<file path="config.mk">
export PLATFORM = sky130hd
export DESIGN_NAME = ip2_test3_sweep_ctrl
export DESIGN_NICKNAME = d
export VERILOG_FILES = /design/src/rtl/ip2_test3_sweep_ctrl.sv
export SDC_FILE = /design/constraint.sdc
export NUM_CORES = 1
export LEC_CHECK = 0
export CAP_MARGIN = 5
export CORE_MARGIN = 1
export CORE_UTILIZATION = 55
export DETAILED_ROUTE_END_ITERATION = 16
export PLACE_DENSITY = 0.73
export SYNTH_ARGS = -nofsm -noshare
export SYNTH_HDL_FRONTEND = slang
export SYNTH_SLANG_ARGS = --single-unit
</file>
<file path="constraint.sdc">
create_clock -name clk -period 17.4 [get_ports clk]
set_input_delay 2.61 -clock clk [delete_from_list [all_inputs] [get_ports clk]]
set_output_delay 2.61 -clock clk [all_outputs]
set_load 0.02 [all_outputs]
</file>
<file path="src/rtl/ip2_test3_sweep_ctrl.sv">
// ip2_test3_sweep_ctrl
// Runs the IP2 test3 state machine repeatedly while sweeping the trigger-out
// phase from phase_start to phase_stop, and queues each run's DNN outputs,
// tagged with the phase, in a first-word-fall-through result FIFO.
// Optional build macro: IP2_TEST3_SWEEP_TIMEOUT_EN adds a WAIT_DONE watchdog
// (TIMEOUT_CYCLES) that ends the sweep through ERROR with sweep_timeout set.
module ip2_test3_sweep_ctrl #(
    parameter int DEPTH          = 16,
    parameter int GAP_CYCLES     = 4,
    parameter int TIMEOUT_CYCLES = 4096
) (
    input  logic                     clk,
    input  logic                     reset_not,
    input  logic                     enable,
    input  logic                     sweep_start,
    input  logic                     sweep_abort,
    input  logic [5:0]               phase_start,
    input  logic [5:0]               phase_stop,
    input  logic [5:0]               phase_step,
    input  logic [7:0]               repeat_count,
    output logic                     test2_enable_re,
    output logic [5:0]               test_trig_out_phase,
    input  logic                     sm_test3_o_status_done,
    input  logic [47:0]              sm_test3_o_dnn_output_0,
    input  logic [47:0]              sm_test3_o_dnn_output_1,
    input  logic                     fifo_rd_en,
    output logic [101:0]             fifo_rd_data,
    output logic                     fifo_empty,
    output logic                     fifo_full,
    output logic [$clog2(DEPTH):0]   fifo_count,
    output logic                     sweep_busy,
    output logic                     sweep_done,
    output logic                     sweep_timeout,
    output logic [15:0]              run_count
);
    localparam int AW    = $clog2(DEPTH);
    localparam int CNT_W = AW + 1;
    localparam int GAP_W = $clog2(GAP_CYCLES);

    typedef enum logic [2:0] {
        S_IDLE, S_LAUNCH, S_WAIT_DONE, S_PUSH, S_GAP, S_NEXT, S_DONE, S_ERROR
    } state_t;

    state_t             state;
    logic               clr;
    logic               start_q;
    logic               done_q;
    logic               start_rise;
    logic               done_rise;
    logic [7:0]         rep;
    logic [7:0]         rep_max;
    logic [6:0]         nxt;
    logic [GAP_W-1:0]   gap_cnt;
    logic               wd_expire;
    logic               push;
    logic               pop;
    logic [AW-1:0]      wr_ptr;
    logic [AW-1:0]      rd_ptr;
    logic [101:0]       mem [DEPTH];

    assign clr        = !reset_not || !enable;
    assign start_rise = sweep_start && !start_q;
    assign done_rise  = sm_test3_o_status_done && !done_q;
    assign rep_max    = (repeat_count == 8'd0) ? 8'd1 : repeat_count;
    // 7-bit sum so that a phase overflow past 63 ends the sweep instead of wrapping
    assign nxt        = {1'b0, test_trig_out_phase} + {1'b0, phase_step};

    // Edge-detect history; loading the live level every cycle (reset included) means no false edge after reset
    always_ff @(posedge clk) begin
        start_q <= sweep_start;
        done_q  <= sm_test3_o_status_done;
    end

    // Sweep sequencer: launch, wait for done, push, gap, then advance repeat/phase
    always_ff @(posedge clk) begin
        if (clr) begin
            state               <= S_IDLE;
            test2_enable_re     <= 1'b0;
            test_trig_out_phase <= phase_start;
            rep                 <= 8'd1;
            run_count           <= 16'd0;
            gap_cnt             <= '0;
            sweep_busy          <= 1'b0;
            sweep_done          <= 1'b0;
        end else begin
            test2_enable_re <= 1'b0;
            if (sweep_abort) begin
                state      <= S_IDLE;
                sweep_busy <= 1'b0;
            end else begin
                case (state)
                    S_IDLE: begin
                        if (start_rise) begin
                            test_trig_out_phase <= phase_start;
                            rep                 <= 8'd1;
                            run_count           <= 16'd0;
                            sweep_done          <= 1'b0;
                            sweep_busy          <= 1'b1;
                            state               <= S_LAUNCH;
                        end
                    end
                    S_LAUNCH: begin
                        // Hold off while the FIFO is full so no result is ever dropped
                        if (fifo_count != CNT_W'(DEPTH)) begin
                            test2_enable_re <= 1'b1;
                            state           <= S_WAIT_DONE;
                        end
                    end
                    S_WAIT_DONE: begin
                        if (done_rise)
                            state <= S_PUSH;
                        else if (wd_expire)
                            state <= S_ERROR;
                    end
                    S_PUSH: begin
                        if (run_count != 16'hFFFF)
                            run_count <= run_count + 16'd1;
                        gap_cnt <= '0;
                        state   <= S_GAP;
                    end
                    S_GAP: begin
                        if (gap_cnt == GAP_W'(GAP_CYCLES - 1))
                            state <= S_NEXT;
                        else
                            gap_cnt <= gap_cnt + GAP_W'(1);
                    end
                    S_NEXT: begin
                        if (rep < rep_max) begin
                            rep   <= rep + 8'd1;
                            state <= S_LAUNCH;
                        end else if (phase_step == 6'd0 || nxt > {1'b0, phase_stop} || nxt[6]) begin
                            sweep_busy <= 1'b0;
                            state      <= S_DONE;
                        end else begin
                            test_trig_out_phase <= nxt[5:0];
                            rep                 <= 8'd1;
                            state               <= S_LAUNCH;
                        end
                    end
                    S_DONE: begin
                        sweep_done <= 1'b1;
                        state      <= S_IDLE;
                    end
                    S_ERROR: begin
                        sweep_busy <= 1'b0;
                        state      <= S_IDLE;
                    end
                    default: begin
                        sweep_busy <= 1'b0;
                        state      <= S_IDLE;
                    end
                endcase
            end
        end
    end

`ifdef IP2_TEST3_SWEEP_TIMEOUT_EN
    localparam int WD_W = $clog2(TIMEOUT_CYCLES + 1);
    logic [WD_W-1:0] wd_cnt;

    assign wd_expire = (wd_cnt == WD_W'(TIMEOUT_CYCLES - 1));

    // Watchdog over WAIT_DONE and the sticky timeout flag (set on ERROR, cleared by a new start)
    always_ff @(posedge clk) begin
        if (clr) begin
            wd_cnt        <= '0;
            sweep_timeout <= 1'b0;
        end else begin
            if (state == S_LAUNCH)
                wd_cnt <= '0;
            else if (state == S_WAIT_DONE)
                wd_cnt <= wd_cnt + WD_W'(1);
            if (!sweep_abort && state == S_IDLE && start_rise)
                sweep_timeout <= 1'b0;
            else if (!sweep_abort && state == S_ERROR)
                sweep_timeout <= 1'b1;
        end
    end
`else
    // No watchdog: WAIT_DONE waits forever; the comparison keeps TIMEOUT_CYCLES referenced and is constant 0
    assign wd_expire     = 1'b0;
    assign sweep_timeout = (TIMEOUT_CYCLES < 0);
`endif

    // A result is written only from PUSH; an abort in that cycle discards it
    assign push = (state == S_PUSH) && !sweep_abort && !clr;
    assign pop  = fifo_rd_en && (fifo_count != '0) && !clr;

    // FIFO pointers and occupancy; pointers wrap naturally at DEPTH
    always_ff @(posedge clk) begin
        if (clr) begin
            wr_ptr     <= '0;
            rd_ptr     <= '0;
            fifo_count <= '0;
        end else begin
            if (push)
                wr_ptr <= wr_ptr + AW'(1);
            if (pop)
                rd_ptr <= rd_ptr + AW'(1);
            if (push && !pop)
                fifo_count <= fifo_count + CNT_W'(1);
            else if (pop && !push)
                fifo_count <= fifo_count - CNT_W'(1);
        end
    end

    // Result storage; contents need no reset since occupancy gates visibility
    always_ff @(posedge clk) begin
        if (push)
            mem[wr_ptr] <= {test_trig_out_phase, sm_test3_o_dnn_output_1, sm_test3_o_dnn_output_0};
    end

    assign fifo_empty   = (fifo_count == '0);
    assign fifo_full    = (fifo_count == CNT_W'(DEPTH));
    assign fifo_rd_data = fifo_empty ? '0 : mem[rd_ptr];

endmodule

</file>
== Yosys cells after proc, flatten, opt, wreduce, memory -nomap -nowiden ==
Memory sizes are Yosys's and may differ from the RTL's. A register that Yosys moved wholly into a read port is not among the register bits.
Index checks and enable logic that the tools add are counted.
Word-level totals
  memories kept: 1
  register bits: 53
  bits in writable memories: 1632
  output and inout bits: 135
Cells by class
  reductions and logical operators: 41
  $add $sub $neg: 8
  $lt $le $gt $ge: 2
  bitwise gates (word level): 2
  mux-type cells: 37
  eq/ne operators: 24
Memory list
  mem: depth 16, width 102, read ports 1, clocked after memory_dff 1, wr ports 1, line 59  | logic [101:0] mem [DEPTH];
Operators with widths (number)
  2-to-1 mux 102 bit: 1
  2-to-1 mux 16 bit: 2
  2-to-1 mux 8 bit: 4
  one-hot mux 16 bit (2 select lines): 1
  2-to-1 mux 6 bit: 5
  one-hot mux 3 bit (7 select lines): 1
  2-to-1 mux 3 bit: 6
  adder 16 x 1 -> 16 bit, second input constant: 1
  inequality test 16 bit, second input constant: 1
  inequality test 2 bit, second input constant: 8
  one-hot mux 8 bit (2 select lines): 1
  AND reduction 4 bit: 4
  == test 3 bit, second input constant: 4
  inequality test 3 bit, second input constant: 4
  one-hot mux 6 bit (2 select lines): 1
  2-to-1 mux 5 bit: 2
  nonzero test 2 bit: 5
  adder 4 x 1 -> 4 bit, second input constant: 2
  adder 8 x 1 -> 8 bit, second input constant: 1
  logical AND 1 bit: 8
  logical NOT 1 bit: 8
  logical NOT 8 bit: 1
  less-than comparator 8 bit: 1
  2-to-1 mux 4 bit: 2
  27 further kinds: 40

== Longest topological paths before layout ==
Gate-level depths: netlist of the first run.
  depth in word-level cells: 9
  gate-level depth with buffers: 14
  gate-level depth less buffers: 13

== Worst setup path after synthesis of the first run ==
OpenSTA, ideal clock, no wires.
  path kind: input to register
  start point: input port sweep_abort
  end point: memory mem[3][0] (enable)
  path buffers: 2
  arrival: 10.543 ns
  path slack: 6.169 ns
  cell stages on the path: 6
  setup time: 0.688 ns
  cells stage by stage: clkbuf_1 > nor2_1 > and2_1 > clkbuf_1 > nand2_1 > nor3_1
On the way
  longest elaborated chain between the ends: 5
Ends and longest elaborated chain
  from (decl): line 16  | input logic sweep_abort,
  logical NOT 1 bit: line 186  | assign push = (state == S_PUSH) && !sweep_abort && !clr;
  logical AND 1 bit (2 in series): line 186
  net push: line 55  | logic push;
  2-to-1 mux 1 bit: line 209  | if (push)
  2-to-1 mux 1 bit (not written as such): line 210  | mem[wr_ptr] <= {test_trig_out_phase, sm_test3_o_dnn_output_1, sm_test3_o_dnn_output_0};
  to (decl): line 59
The timed path passes the listed nets, and every way through them passes these cells.

==> reports/results.txt, run 1 <==
sequential-to-total area share from yosys stat: 77.11%
cell count after placement: 4476
Initial Utilization: 55.74%
Die Wd: 346.1 um
hold_buf cts: 0
Die Y: 346.1 um
Reg2Reg Depth: 12
top post-synthesis cells by count: edfxtp_1 (1638), mux4_2 (510), and2_1 (105)
detailed placement HPWL: 71920 um
Syn Inst Count: 2771
top achievable clock speed: 125.0 MHz
Crit Path Max Fanout: 73
Final setup viols: 0
unrepaired setup endpoints after global routing: false
hold path depth: 1
first-pass GRT wire length: 210000 um
CP Class: reg -> out
drt drc: 0
CTS tree: built
Setup TNS Final: 0 ns
CP Cell Sequence: buf_4 -> buf_4 -> mux4_2 -> mux4_2 -> and2_1 -> clkdlybuf4s50_1
cts bufs inserted: 166
Mapped Area: 65120 um2
Worst-path clk slew: 0.06 ns
RePlAce Congestion: 0.7988
min cycle time layout: 8.001 ns
IO Count: 264
Yosys reg bits: 1689
number of flops mapped to enable cells by yosys: 1638
worst reg-to-reg setup slack: 13.05 ns
pin count of the biggest net entering global routing: 121
Hold Fails Final Rpt: 0
TritonRoute pass-1 iters: 7
IO Port Bufs: 262
core area: 116800 um2
synth-to-layout area growth: 14.86%
Primary FF master, synth: edfxtp_1
Antenna Nets Post-Route: 0
initial antenna violation count: 19
slew of the pin with the lowest slew margin: 1.161 ns
FILL cells: 7352
Finished Cell Area: 74790 um2
top-count cell post-synth: edfxtp_1
# rows: 125
Clock Latency Late Sink: 0.77 ns
fin nets: 3282
hold_sp: rep[7]
yosys warns: 0
RR Startpoint: test_trig_out_phase[1]
Worst EP required: 14.79 ns
Synth cell types: 57
share of flip-flops with an asynchronous set or reset: 0%
WP data arrival: 5.39 ns
final slew viol count: 0
Slew HR: 22.59%
status: complete, no violations
vias in the first global route: 32.03k
die area: 119800 um2
Placement Cell Area: 69630 um2
vias post-DR: 30.10k
Vias per Instance: 6.295
worst vdd rail ir drop: 0.00009152 V
CTS H-tree depth: 4
cell accounting for the most synthesized area: edfxtp_1
Wirelength per Cell: 29.74 um
initial drt markers: 3330
skew final: 0.02299 ns
GR Util All Layers: 24.26%
Power Density: 106.3 nW/um2
Clock Sinks: 1689
Layout Cells excl Fill: 4782
Worst setup SP type: register
CTS root buf: clkbuf_16
Final period util: 45.98%
max_cap viols: 0
RR Endpoint: test_trig_out_phase[0]
Hold EP: rep[7]
max incr delay on CP: 0.95 ns
post-cts sizing count: 0
clk buf depth: 3
syn nets: 2933
top cells by area, synth: edfxtp_1 (76%), mux4_2 (18%), dfxtp_1 (1.6%)
Congestion Overflow GR: 0
Yosys top cell area share: 75.54%
HP Class: reg -> reg
mean area per synthesized cell: 23.50 um2
slowest cell on the critical path: buf_4
leak pwr: 22.65 nW
Setup Fix Bufs, Post-CTS: 0
CP endpoint kind: output port
layout cells sized above 1: 25.18%
Final Routed Wirelength: 142200 um
kinds of logic (layout without fill, tap and decap cells):
logic type	after synthesis	in the layout	share of synthesized area [%]
flops	1689	1689	77.11
mux	514	514	17.70
simple gates	273	273	2.267
buf+inv	160	641	1.166
compound gates	77	77	0.7725
fa+ha+maj	33	33	0.6571
xor+xnor	24	24	0.3228
other cells	1	7	0.005759
registers in the layout, indices dropped and copies added, names as in the netlist, named ones only:
register,flops
test2_enable_re,1
sweep_done,1
run_count,16
rep,8
state,3
test_trig_out_phase,6
done_q,1
gap_cnt,2
wr_ptr,4
rd_ptr,4
mem,1632
start_q,1
fifo_count,5
sweep_busy,1
worst max path at each step:
stage / end / slack [ns] / depth (start not counted)
5_1_grt: fifo_rd_data[10] / 9.03 / 6
3_3_place_gp: mem[4][95] / 9.96 / 8
6_report: fifo_rd_data[98] / 9.40 / 6
2_1_floorplan: mem[3][0] / 6.17 / 6
4_1_cts: fifo_rd_data[10] / 9.24 / 6
3_5_place_dp: mem[4][96] / 9.81 / 8
layout make-up:
cell class	count	area (um2)	share of cell area [%]
diodes	6	15.01	0.02008
well taps	1524	1907	2.550
inverters	22	82.58	0.1104
clock inverters	97	704.4	0.9419
repair buffers	319	3151	4.212
multi-input cells	922	14270	19.07
clock buffers	203	4442	5.939
flip-flops and latches	1689	50220	67.15
worst max-delay path: cells and delay by family (launching register included):
family	cells	cell delay [ns]
buf+inv	3	2.53
flops	1	0.92
mux	2	0.90
simple gates	1	0.21
per-stage QoR:
stage	hold slack, ns	util (%)	setup slack (ns)	total power, mW
2_1_floorplan	0.4432	-	6.169	4.570
3_3_place_gp	0.4604	59.60	9.962	4.642
3_5_place_dp	0.4947	59.60	9.808	4.652
4_1_cts	0.5049	64.00	9.239	8.008
5_1_grt	0.5409	64.01	9.027	8.161
6_report	0.4972	64.02	9.399	7.951
placed cells by master (no fill, tap or decap), types with 4 or more instances in the layout:
master and n:
a211oi_1 4, a21o_1 5, a21oi_1 24, a31oi_1 9, and2_1 105, and3_1 7
buf_12 8, buf_4 49, bufinv_16 8, clkbuf_1 30, clkbuf_16 173, clkdlybuf4s50_1 262
clkinv_1 44, clkinv_2 31, clkinvlp_4 4, dfxtp_1 47, dfxtp_4 4, diode_2 6
edfxtp_1 1638, ha_1 31, inv_1 22, inv_6 6, mux4_2 510, nand2_1 33
nand2b_1 11, nand3_1 13, nand4_1 8, nor2_1 47, nor2_4 12, nor3_1 8
nor3_2 5, o21ai_0 7, o21ai_1 4, o21bai_1 4, or3_1 6, xnor2_1 7
xor2_1 17
routing by layer:
metal | wire length [um] | GRT usage (%) | vias to the layer above | part of all wire, %
met5 | 144 | 0 | - | 0.10
met4 | 3282 | 7.710 | 22 | 2.3
met1 | 55350 | 32.65 | 16080 | 39
met2 | 72620 | 40.24 | 1276 | 51
met3 | 10840 | 4.942 | 224 | 7.6
li1 | - | - | 12500 | -
where the power goes:
part	internal [mW]	switching [mW]
combinational	0.0365	0.0646
sequential	4.46	0.00615
clock	1.93	1.45
Note: power is estimated with default switching activity, not from simulation.
==> run 2, diff against run 1 <==
Clock period 17.4 ns to 8.1 ns, I/O delays scaled along.
==> run 2 against run 1 <==
  * Sequential power is 110% higher
  * Combinational power is 110% higher
  * Non-clock buffer count is 7 lower
  * Flip-flop and latch count stayed put
  * Clock power is 120% higher
  * Critical path type unchanged
  * Critical endpoint is now fifo_rd_data[53]
==> reports/results.txt, run 2 (synthesis gave the netlist of run 1 again) <==
status: complete, no violations
HP Class: reg -> reg
# rows: 125
Vias per Instance: 6.311
RePlAce Congestion: 0.8636
final slew viol count: 0
Final setup viols: 0
CTS H-tree depth: 4
layout cells sized above 1: 25.15%
Post-Place Setup Slack: 3.245 ns
TritonRoute pass-1 iters: 5
Worst setup SP type: register
Final Routed Wirelength: 142700 um
max incr delay on CP: 0.84 ns
Layout Cells excl Fill: 4772
cts bufs inserted: 165
Final period util: 68.06%
leak pwr: 22.66 nW
Congestion Overflow GR: 0
skew final: 0.02742 ns
CP Class: reg -> out
initial antenna violation count: 15
Clock Sinks: 1689
Buf+Inv Stages, Crit Path: 2
Power Density: 230.5 nW/um2
Antenna Nets Post-Route: 0
CTS tree: built
total chip power: 17.29 mW
unrepaired setup endpoints after global routing: false
max_cap viols: 0
final worst setup slack: 2.587 ns
Finished Cell Area: 74980 um2
CP endpoint kind: output port
Slew HR: 19.41%
Crit Path Max Fanout: 100
CTS root buf: clkbuf_16
top achievable clock speed: 181.4 MHz
vias in the first global route: 32.12k
Initial Utilization: 55.74%
Wirelength per Cell: 29.91 um
Worst EP required: 6.88 ns
CP Cell Sequence: buf_12 -> mux4_2 -> mux4_2 -> and2_1 -> clkdlybuf4s50_1
detailed placement HPWL: 70810 um
initial drt markers: 3270
Setup TNS Final: 0 ns
Die Y: 346.1 um
WP data arrival: 4.30 ns
Largest register FFs: 1632
CP delay by family, top: buffers and inverters
slowest cell on the critical path: dfxtp_4
IO Port Bufs: 262
Top cell by count, worst path: mux4_2
commonest non-fill, non-tap cell in the layout: edfxtp_1
top sig layer: met5
met2 WL: 72810 um
pin count of the biggest net entering global routing: 168
Largest Register: mem
IO Count: 264
vias post-DR: 30.12k
hold_buf cts: 0
first-pass GRT wire length: 211400 um
hold_sp: rep[7]
Setup Fix Bufs, Post-CTS: 0
biggest regs: mem (1632), run_count (16), rep (8)
Clock Latency Late Sink: 0.76 ns
Worst-path clk slew: 0.06 ns
post-layout util: 64.18%
met1 WL: 56810 um
synth-to-layout area growth: 15.15%
clk buf depth: 3
core area: 116800 um2
Hold Fails Final Rpt: 0
slew of the pin with the lowest slew margin: 1.209 ns
fin nets: 3274
cell count after placement: 4469
GR Util All Layers: 24.26%
post-cts sizing count: 0
min cycle time layout: 5.513 ns
Hold WS: 0.5047 ns
die area: 119800 um2
wire length on met3: 10390 um
drt drc: 0
worst vdd rail ir drop: 0.0001638 V
RR Startpoint: test_trig_out_phase[1]
Die Wd: 346.1 um
Placement Cell Area: 69700 um2
most frequent cells in the layout: edfxtp_1 (1638), mux4_2 (510), clkdlybuf4s50_1 (262)
-- run 2: layer usage --
metal | global-route usage [%] | up-vias
li1 | - | 12470
met1 | 33.72 | 16220
met2 | 40.12 | 1221
met3 | 4.636 | 198
met4 | 6.086 | 14
met5 | 0 | -
-- run 2: where the power goes --
part	internal [mW]	switching, mW	leakage [nW]
Combinational	0.0788	0.138	4.94
Sequential	9.58	0.0125	15.1
Clock	4.38	3.10	2.58
-- run 2: worst register-to-register path, stage by stage (launching register included) --
cell       delay (ns)
edfxtp_1         0.76
ha_1             0.37
a21o_1           0.18
a21oi_1          0.23
o21bai_1         0.10
a21oi_1          0.22
xnor2_1          0.17
ha_1             0.27
and3_1           0.18
a21boi_1         0.13
o31ai_1          0.28
and3_1           0.22
a2bb2oi_1        0.49
-- run 2: layout make-up --
class | instances | area [um2]
clock buffers | 201 | 4349
multi-input cells | 922 | 14290
diodes | 7 | 17.52
inverters | 22 | 82.58
repair buffers | 312 | 3198
flip-flops and latches | 1689 | 50220
fillers | 7418 | 41850
clock inverters | 95 | 912.1
well taps | 1524 | 1907
-- run 2: worst paths after layout --
| kind | to | slack [ns] | cells after the start |
|---|---|---|---|
| setup / recovery | fifo_rd_data[53] | 2.59 | 5 |
| hold / removal | rep[7] | 0.50 | 1 |
| setup reg to reg | test_trig_out_phase[4] | 4.14 | 12 |
| hold reg to reg | rep[7] | 0.50 | 1 |
